[config.mk]
export PLATFORM = sky130hd
export DESIGN_NAME = dff_write_arbiter
export DESIGN_NICKNAME = d
export VERILOG_FILES = /design/src/rtl/dff_write_arbiter.sv
export SDC_FILE = /design/constraint.sdc
export NUM_CORES = 1
export LEC_CHECK = 0
export BUFFER_PORTS_ARGS = -buffer_cell sky130_fd_sc_hd__buf_2
export CAP_MARGIN = 20
export CORE_ASPECT_RATIO = 0.8
export CORE_MARGIN = 5
export CORE_UTILIZATION = 48
export DETAILED_ROUTE_END_ITERATION = 7
export HOLD_SLACK_MARGIN = 0.1
export PLACE_DENSITY = 0.92
export SLEW_MARGIN = 10
export SYNTH_ARGS = -nofsm -noshare
export SYNTH_HDL_FRONTEND = slang
export SYNTH_SLANG_ARGS = --single-unit
[constraint.sdc]
create_clock -name clock -period 2.3 [get_ports clock]
set_input_delay 0.345 -clock clock [delete_from_list [all_inputs] [get_ports clock]]
set_output_delay 0.345 -clock clock [all_outputs]
set_load 0.01 [all_outputs]
[src/rtl/dff_write_arbiter.sv]
// Round-robin arbiter sharing one WIDTH-bit register among NUM_REQ requesters.
// Define DFF_ARB_LOCK_EN to add the per-requester lock input.
module dff_write_arbiter #(
  parameter int NUM_REQ = 4,
  parameter int WIDTH   = 8,
  parameter int OWN_W   = $clog2(NUM_REQ)
) (
  input  logic                     clock,
  input  logic                     reset,
  input  logic [NUM_REQ-1:0]       req,
  input  logic [NUM_REQ*WIDTH-1:0] data,
`ifdef DFF_ARB_LOCK_EN
  input  logic [NUM_REQ-1:0]       lock,
`endif
  output logic [NUM_REQ-1:0]       gnt,
  output logic [OWN_W-1:0]         owner,
  output logic [WIDTH-1:0]         q,
  output logic                     valid
);

  localparam logic S_IDLE  = 1'b0;
  localparam logic S_GRANT = 1'b1;

  logic               r_state;
  logic [OWN_W-1:0]   r_ptr;
  logic [OWN_W-1:0]   r_owner;
  logic [NUM_REQ-1:0] r_gnt;
  logic [WIDTH-1:0]   r_q;
  logic               r_valid;

  logic               w_found;
  logic [OWN_W-1:0]   w_sel;
  logic [OWN_W-1:0]   w_nxt_ptr;
  logic [NUM_REQ-1:0] w_onehot;
  logic [WIDTH-1:0]   w_wdata;
  logic               w_wr;
  logic               w_keep;
  int                 w_j;

  // First asserted request at or after r_ptr, wrapping.
  always_comb begin
    w_found = 1'b0;
    w_sel   = '0;
    w_j     = 0;
    for (int i = 0; i < NUM_REQ; i++) begin
      w_j = int'(r_ptr) + i;
      if (w_j >= NUM_REQ) w_j = w_j - NUM_REQ;
      if (!w_found && req[w_j[OWN_W-1:0]]) begin
        w_found = 1'b1;
        w_sel   = w_j[OWN_W-1:0];
      end
    end
  end

  assign w_nxt_ptr = (w_sel == OWN_W'(NUM_REQ - 1)) ? '0 : w_sel + 1'b1;
  assign w_onehot  = NUM_REQ'(1) << w_sel;
  assign w_wdata   = data[int'(r_owner)*WIDTH +: WIDTH];
  assign w_wr      = req[r_owner];

`ifdef DFF_ARB_LOCK_EN
  assign w_keep = w_wr & lock[r_owner];
`else
  assign w_keep = 1'b0;
`endif

  always_ff @(posedge clock or posedge reset) begin
    if (reset) begin
      r_state <= S_IDLE;
      r_ptr   <= '0;
      r_owner <= '0;
      r_gnt   <= '0;
      r_q     <= '0;
      r_valid <= 1'b0;
    end else begin
      unique case (r_state)
        S_IDLE: begin
          r_valid <= 1'b0;
          if (w_found) begin
            r_state <= S_GRANT;
            r_gnt   <= w_onehot;
            r_owner <= w_sel;
            r_ptr   <= w_nxt_ptr;
          end
        end
        S_GRANT: begin
          r_valid <= w_wr;
          if (w_wr) r_q <= w_wdata;
          // A locked owner keeps gnt, owner and ptr untouched.
          if (!w_keep) begin
            if (w_found) begin
              r_gnt   <= w_onehot;
              r_owner <= w_sel;
              r_ptr   <= w_nxt_ptr;
            end else begin
              r_gnt   <= '0;
              r_state <= S_IDLE;
            end
          end
        end
        default: r_state <= S_IDLE;
      endcase
    end
  end

  assign gnt   = r_gnt;
  assign owner = r_owner;
  assign q     = r_q;
  assign valid = r_valid;

endmodule

=== Yosys cells after proc, flatten, opt, wreduce, memory -nomap -nowiden ===
Index checks and enable logic that the tools add are counted.

* Reduce and logical (&&, ||, !) cells: 7
* Multipliers: 0
* Shift-type cells: 2
* Muxes and demuxes: 30
* Equal/unequal tests: 2
* Div/mod/pow operators: 0
* Add/sub/neg operators: 8
* $lt $le $gt $ge: 9
* Bitwise logic cells: 1

{| class="wikitable"
|+ Operators by type and width
! operator !! count
|-
| 32-bit by 6-bit variable part select with 8-bit output || 1
|-
| 2-bit two-way mux || 11
|-
| 2-bit by 3-bit less-than comparator with 1-bit output (second input constant) || 5
|-
| 1-bit binary-select mux with 2-bit select || 5
|-
| 1-bit two-way mux || 10
|-
| 3-bit >= comparator (second input constant) || 3
|-
| 4-bit two-way mux || 2
|-
| 4-bit one-hot mux with 2 select lines || 1
|-
| 2-bit by 1-bit subtractor with 2-bit output (second input constant) || 4
|-
| 2-bit by 2-bit adder with 3-bit output (second input constant) || 2
|-
| 1-bit by 2-bit << shifter with 4-bit output (first input constant) || 1
|-
| 2-bit by 1-bit adder with 3-bit output (second input constant) || 1
|-
| 2-bit by 3-bit >= comparator with 1-bit output (second input constant) || 1
|-
| 1-bit logical AND || 3
|-
| 1-bit zero test || 3
|-
| 2-bit by 1-bit adder with 2-bit output (second input constant) || 1
|-
| 2-bit == test (second input constant) || 1
|-
| 2-bit != test (second input constant) || 1
|-
| 1-bit one-hot mux with 2 select lines || 1
|-
| 2-bit AND reduction || 1
|-
| 1-bit inverter || 1
|}

* Output and inout bits: 15
* ROM bits: 0
* RAM bits: 0
* Flip-flop bits (word level): 18
* Memories kept: 0
* Bits of input ports: 38
* Latch bits: 0

=== Longest topological paths before layout ===
Gate-level depths: netlist of the first run.

* Depth after elaboration: 17
* Depth in mapped cells: 7

=== Worst setup path before layout of the first run ===
No wires, ideal clock.

* Path type: flip-flop to flip-flop
* Start: reg r_owner[0] (netlist: owner[0])
* End: reg r_q[0] (netlist: q[0])
* Setup slack: 642 ps
* Required time: 2175 ps
* Arrival: 1533 ps
* Cell stages (with the launch flop): 5
* Cell sequence: dfrtp_1 -> buf_6 -> mux4_2 -> nand2_4 -> mux2_2

* Longest elaborated chain between the ends: 3
* Elaborated cells on any way between the ends: 4

{| class="wikitable"
|+ RTL lines
! what !! line !! text
|-
| from (decl) || 26 || <nowiki>logic [OWN_W-1:0] r_owner;</nowiki>
|-
| from (signal assigned) || 81 || <nowiki>r_owner <= w_sel;</nowiki>
|-
| from (signal assigned) || 92 || <nowiki>r_owner <= w_sel;</nowiki>
|-
| parallel branches: the longest is 3 deep, another holds 32-bit by 6-bit variable part select with 8-bit output || n/a ||
|-
| to (signal assigned) || 87 || <nowiki>if (w_wr) r_q <= w_wdata;</nowiki>
|-
| to (decl) || 28 || <nowiki>logic [WIDTH-1:0] r_q;</nowiki>
|}

Parallel ways; which one is timed is not known. The select of a mux whose other input is x is not followed.
A chain may end at the register's enable or synchronous reset.

=== Worst setup path in the final report of the first run ===
* Start: reg r_ptr[0]
* End: reg r_gnt[1] (netlist: gnt[1])

* Longest elaborated chain between the ends: 17
* Elaborated cells on any way between the ends: 42

{| class="wikitable"
|+ RTL lines
! what !! line !! text
|-
| from (decl) || 25 || <nowiki>logic [OWN_W-1:0] r_ptr;</nowiki>
|-
| from (signal assigned) || 82 || <nowiki>r_ptr <= w_nxt_ptr;</nowiki>
|-
| from (signal assigned) || 93 || <nowiki>r_ptr <= w_nxt_ptr;</nowiki>
|-
| parallel branches: the longest is 13 deep, another holds 2-bit by 1-bit adder with 3-bit output || n/a ||
|-
| 2-bit two-way mux (*) || 48 || <nowiki>if (!w_found && req[w_j[OWN_W-1:0]]) begin</nowiki>
|-
| via w_sel[0] || 32 || <nowiki>logic [OWN_W-1:0] w_sel;</nowiki>
|-
| 1-bit by 2-bit << shifter with 4-bit output (*) || 56 || <nowiki>assign w_onehot = NUM_REQ'(1) << w_sel;</nowiki>
|-
| 4-bit two-way mux, on equally long branches || 90, 78 ||
|-
| 4-bit one-hot mux with 2 select lines (*) || 75 || <nowiki>unique case (r_state)</nowiki>
|-
| to (signal assigned) || 80 || <nowiki>r_gnt <= w_onehot;</nowiki>
|-
| to (signal assigned) || 91 || <nowiki>r_gnt <= w_onehot;</nowiki>
|-
| to (decl) || 27 || <nowiki>logic [NUM_REQ-1:0] r_gnt;</nowiki>
|}

Mark *: on every way through the listed nets, which the timed path passes. The select of a mux whose other input is x is not followed.

==> impl_metrics.py, run 1 <==
metrics = {
    "synthesis": {
        "syn-instance-count": 76,
        "synth_nets": 116,
        "ys_warn_count": 0,
        "ys_ff_latch": 18,
        "ys_seq_area_share_pct": 43.69,
        "synth_top_cell_by_area": "dfrtp_1",
        "avgSynthCellArea_um2": 13.57,
        "synth_area_mm2": 0.001031,
        "synth.top_cell.area_share_pct": 43.69,
        "yosysUniqueCellTypes": 24,
        "yosys-top-cells-area": "dfrtp_1, mux4_1, mux2_2",
    },
    "worst_setup_path": {
        "cpPeakStageDelay_ns": 0.41,
        "worstSetupPathType": "reg2reg",
        "endpoint_kind": "flop",
        "crit_path_start_kind": "flop",
        "cp_top_family": "compound AO/OA/AOI/OAI gates",
        "cp_slowest_cell": "dfrtp_1",
        "critPathRequiredTime_ns": 2.47,
        "cp_max_fo": 5,
        "cp_cell_sequence": "nor2b_1, nor2_1, o221ai_1, inv_1, ha_1, nand2_1, o21ai_0",
        "crit_arrival_ns": 1.82,
        "cp.buffers_inverters": 1,
    },
    "run": {
        "drv_cap": 0,
    },
    "cells_and_area": {
        "multi_input_area_um2": 525.5,
        "postLayoutCoreUtil_pct": 63.99,
        "final_cell_mix": "buf_2, dfrtp_1, mux4_1, mux2_2, inv_1",
        "layoutNonFillerInstCount": 156,
        "final_net_count": 172,
        "fill_cells": 174,
        "diodes": 0,
        "drive_above_1_share_pct": 53.44,
        "seq_area_um2": 450.4,
        "syn_to_final_growth_pct": 30.46,
        "final_common_cell": "buf_2",
        "final_cell_area_mm2": 0.001345,
    },
    "sta": {
        "tightest_slew_ns": 0.6595,
        "timing.final.ws_setup_ns": 0.6550,
        "fin_crit_sh_pct": 71.52,
        "setup_viol": 0,
        "rsz0062_at_grt": "no",
        "relSlewSlack_pct": 55.99,
        "drv_slew": 0,
        "setup_tns_ns": 0,
        "max_freq_mhz": 607.9,
        "final_hold_viol_count": 0,
        "skew_ns": 0.0008576,
        "min_period_ns": 1.645,
    },
    "pwr": {
        "vdd_drop_max_v": 0.0006987,
        "power_density_mw_per_mm2": 1103,
        "leakage_nw": 0.6768,
    },
    "grt": {
        "track_usage_pct": 16.51,
        "grt_pass1_vias": 836,
        "grt_pass1_wl_mm": 3.808,
        "grt-ovfl-total": 0,
        "grt_max_degree": 19,
        "antenna_found_initial": 0,
    },
    "floorplan": {
        "placementRows": 15,
        "start_util_pct": 49.05,
        "die_y_um": 51.45,
        "dieWidth_um": 61.82,
        "dieArea_mm2": 0.003180,
        "ios": 53,
        "core_mm2": 0.002102,
    },
    "clocking": {
        "numCtsBuffers": 3,
        "htreeDepth": 1,
        "ctsResizeCount": 0,
        "path_clk_slew_ns": 0.10,
        "clock_path_buffers": 2,
        "insertion_delay_ns": 0.29,
        "cts_tree": "done",
        "hold_buffers": 0,
        "cts_setup_buffers": 0,
        "cts.sinks": 18,
        "clockRootBuffer": "clkbuf_4",
    },
    "routing": {
        "drc": 0,
        "drt_wl_total_mm": 2.479,
        "drt_pass1_iterations": 4,
        "viasPerCell": 5.423,
        "num_vias": 846,
        "drt_iter0_drc": 20,
        "post_drt_wl_per_cell_um": 15.89,
        "detail-route-antenna-nets": 0,
    },
    "outcome": {
        "status": "finished, final reports clean",
    },
    "placed_design": {
        "place_inst": 152,
        "detailed_place_hpwl_mm": 2.058,
        "portBuffers": 52,
        "dp_slack_ns": 0.5828,
        "place_congestion": 0.7302,
        "placed_area_mm2": 0.001309,
    },
    "worst_hold_path": {
        "hold_path_class": "in2async",
    },
}
synthesized netlist by cell type:
library cell and n:
dfrtp_1 18, mux2_2 8, mux4_1 8, inv_1 7, nor2_1 5, nand2_1 4, nor2b_1 4, o21ai_0 4
ha_1 2, nand2b_1 2, a21boi_0 1, a21oi_1 1, a31o_2 1, buf_6 1, clkbuf_1 1, clkbuf_8 1
mux4_2 1, nand2_4 1, nor3b_1 1, o211ai_1 1, o21ai_1 1, o221ai_1 1, o32ai_1 1, o32ai_2 1
per-layer routing:
metal	share of wire [%]	global-route usage, %	wire, µm
met1	35	19.23	859
met3	7.2	4.040	179
met5	0	0	0
met4	1.1	4.240	27
met2	57	29.62	1412
final cells by class:
cell class,count,area share [%]
Clock buffer,4,2.698
Timing Repair Buffer,54,20.47
Multi-Input combinational cell,48,39.07
Sequential cell,18,33.49
Inverter,7,1.953
Tap cell,25,2.326
sequential cells by signal, indices dropped and copies added, names as in the netlist:
register and flops:
q 8, owner 2, gnt 4, r_state 1
valid 1, r_ptr 2
kinds of logic (layout without fill, tap and decap cells):
group | count (synthesis) | count (layout) | synth area share [%]
AOI/OAI and AO/OA | 12 | 12 | 8.496
adders and majority gates | 2 | 2 | 2.427
buffers and inverters | 10 | 65 | 5.340
DFF | 18 | 18 | 43.69
muxes | 17 | 17 | 31.31
and+or+nand+nor | 17 | 17 | 8.737
power by group:
group	switching, mW	total [mW]	internal (mW)
combinational	0.347	0.746	0.399
sequential	0.0832	0.545	0.462
clock	0.0964	0.193	0.0965
total	0.527	1.48	0.958
through the flow:
stage | power, mW | hold WS (ns)
final | 1.484 | 0.1288
after global routing | 1.594 | 0.1868
after CTS | 1.505 | 0.1573
after detailed placement | 1.311 | 0.4807
after global placement | 1.267 | 0.4580
after floorplan | 1.062 | 0.2836
final timing paths:
check                          from       end  slack, ns  cells after the start
min reg2reg                    q[1]      q[1]       0.51                      1
max in group asynchronous     reset  r_ptr[1]       1.75                      2
max reg2reg                r_ptr[0]    gnt[1]       0.65                      7
min in group clock           req[1]  r_ptr[0]       0.41                      4
min                           reset      q[0]       0.13                      2
max                        r_ptr[0]    gnt[1]       0.65                      7
worst register-to-register path: cells and delay by family (launching register included):
kind | cells | cell delay [ns]
simple gates | 3 | 0.34
flops | 1 | 0.41
buf+inv | 1 | 0.10
compound gates | 2 | 0.46
fa+ha+maj | 1 | 0.21
Power figures use the tool's default switching activity.
==> run 2: changes to the inputs <==
--- a/config.mk
+++ b/config.mk
@@ -9,10 +9,10 @@
 export CAP_MARGIN = 20
 export CORE_ASPECT_RATIO = 0.8
 export CORE_MARGIN = 5
-export CORE_UTILIZATION = 48
+export CORE_UTILIZATION = 40
 export DETAILED_ROUTE_END_ITERATION = 7
 export HOLD_SLACK_MARGIN = 0.1
-export PLACE_DENSITY = 0.92
+export PLACE_DENSITY = 0.83
 export SLEW_MARGIN = 10
 export SYNTH_ARGS = -nofsm -noshare
 export SYNTH_HDL_FRONTEND = slang
==> constraint.sdc (replaced) <==
create_clock -name clock -period 1.4 [get_ports clock]
set_input_delay 0.21 -clock clock [delete_from_list [all_inputs] [get_ports clock]]
set_output_delay 0.21 -clock clock [all_outputs]
set_load 0.01 [all_outputs]
==> impl_metrics.py, run 2 (synthesis results as in run 1) <==
metrics = {
    "grt": {
        "use_met3_pct": 6.491,
        "globalRoute.busiestLayer": "met2",
        "grt_pass1_vias": 984,
        "gr-usage-met2_pct": 26.84,
        "grt_pass1_wl_mm": 4.360,
        "met1_usage_pct": 16.97,
        "antenna_found_initial": 0,
        "track_usage_pct": 15.49,
        "grt_max_degree": 19,
        "grt-ovfl-total": 0,
    },
    "floorplan": {
        "placementRows": 16,
        "die_y_um": 55.41,
        "start_util_pct": 41.87,
        "ios": 53,
        "core_mm2": 0.002462,
        "dieArea_mm2": 0.003699,
        "dieWidth_um": 66.76,
    },
    "cells_and_area": {
        "final_cell_mix": "buf_2, dfrtp_1, buf_4",
        "final_cell_area_mm2": 0.001515,
        "syn_to_final_growth_pct": 46.97,
        "diodes": 0,
        "postLayoutCoreUtil_pct": 61.53,
        "final_net_count": 182,
        "fill_cells": 199,
        "largest_reg_flops": 8,
        "drive_above_1_share_pct": 62.41,
        "final_common_cell": "buf_2",
    },
    "placed_design": {
        "dp_slack_ns": -0.1359,
        "detailed_place_hpwl_mm": 2.130,
        "place_congestion": 0.8539,
        "placed_area_mm2": 0.001360,
        "portBuffers": 52,
    },
    "worst_setup_path": {
        "cp_max_fo": 7,
        "worstSetupPathType": "reg2reg",
        "crit_arrival_ns": 1.76,
        "endpoint_kind": "flop",
        "critPathRequiredTime_ns": 1.60,
        "crit_path_start_kind": "flop",
    },
    "routing": {
        "drt_wl_total_mm": 3.037,
        "drt_iter0_drc": 37,
        "detail-route-antenna-nets": 0,
        "drt_pass1_iterations": 4,
        "viasPerCell": 5.345,
        "post_drt_wl_per_cell_um": 17.16,
        "num_vias": 946,
        "drc": 0,
    },
    "sta": {
        "fin_crit_sh_pct": 111.4,
        "drv_slew": 0,
        "relSlewSlack_pct": 74.70,
        "whs_ns": 0.3376,
        "min_period_ns": 1.560,
        "timing.final.ws_setup_ns": -0.1602,
        "setup_viol": 10,
        "rsz0062_at_grt": "yes",
        "tightest_slew_ns": 0.3786,
        "final_hold_viol_count": 0,
        "max_freq_mhz": 640.9,
        "skew_ns": 0.002584,
    },
    "clocking": {
        "numCtsBuffers": 3,
        "clock_path_buffers": 2,
        "insertion_delay_ns": 0.30,
        "path_clk_slew_ns": 0.11,
        "clockRootBuffer": "clkbuf_4",
        "cts_tree": "done",
        "cts.sinks": 18,
        "htreeDepth": 1,
    },
    "outcome": {
        "status": "complete, but fails checks",
        "violations": "setup timing",
    },
    "pwr": {
        "power.net_switching_mw": 1.027,
        "leakage_nw": 0.7532,
        "power_frac_seq_pct": 31.7,
        "pwr-share-clk_pct": 11.7,
        "power_density_mw_per_mm2": 1887,
        "swShare_pct": 35.91,
        "p_int_mw": 1.833,
        "p_comb_share_pct": 56.6,
        "vdd_drop_max_v": 0.0006522,
    },
    "run": {
        "drv_cap": 0,
    },
    "worst_hold_path": {
        "hold_path_class": "in2reg",
    },
}
run 2: timing repair:
item | 4_1_cts | 5_1_grt
setup endpoints to repair | 11 | 11
pin swaps | 0 | 3
gates resized for setup | 3 | 15
endpoints found under the hold margin | 18 | 0
hold buffers | 1 | 0
gates cloned | 0 | 1
buffers inserted | 0 | 3
run 2: cell type report:
class	instances	area, µm²	share of cell area [%]
multi-input combinational	49	598.1	39.47
timing repair buffer	63	357.8	23.62
inverter	7	26.28	1.734
tap	36	45.04	2.973
sequential	18	451.7	29.81
clock buffer	4	36.28	2.395
run 2: power groups by stage:
stage,Combinational [mW],Clock (mW),Sequential [mW]
floorplan,0.743,0,0.997
global placement,1.24,0,0.889
detailed placement,1.30,0,0.912
CTS,1.32,0.343,0.908
global route,1.75,0.369,0.935
finish,1.62,0.335,0.906
run 2: critical path, stage by stage, from the launching register on:
cell and delay [ns]:
dfrtp_1 0.40, buf_4 0.19, mux4_1 0.59, mux2_4 0.28
run 2: metal layers:
metal,part of all wire (%),up-vias
li1,-,419
met2,47,55
met4,1.6,0
met3,12,4
met1,40,468
met5,0,-
run 2: path summary, 6_finish.rpt:
| kind | slack, ns | cells after the start | from | to |
|---|---|---|---|---|
| worst min register to register | 0.52 | 1 | q[5] | q[5] |
| min in group asynchronous | 0.45 | 4 | reset | gnt[1] |
| worst max-delay path | -0.16 | 3 | owner[0] | q[3] |
| worst max register to register | -0.16 | 3 | owner[0] | q[3] |
| worst min-delay path | 0.34 | 3 | data[24] | q[0] |
| max in group asynchronous | 0.72 | 4 | reset | r_ptr[1] |
run 2: stage by stage:
| step | TNS, ns | instances | power (mW) |
|---|---|---|---|
| after floorplan | -1.979 | 76 | 1.740 |
| after global placement | -0.7679 | 168 | 2.131 |
| after detailed placement | -1.129 | 168 | 2.213 |
| after CTS | -1.117 | 173 | 2.567 |
| after global routing | -1.618 | 177 | 3.054 |
| final | -1.173 | 177 | 2.859 |
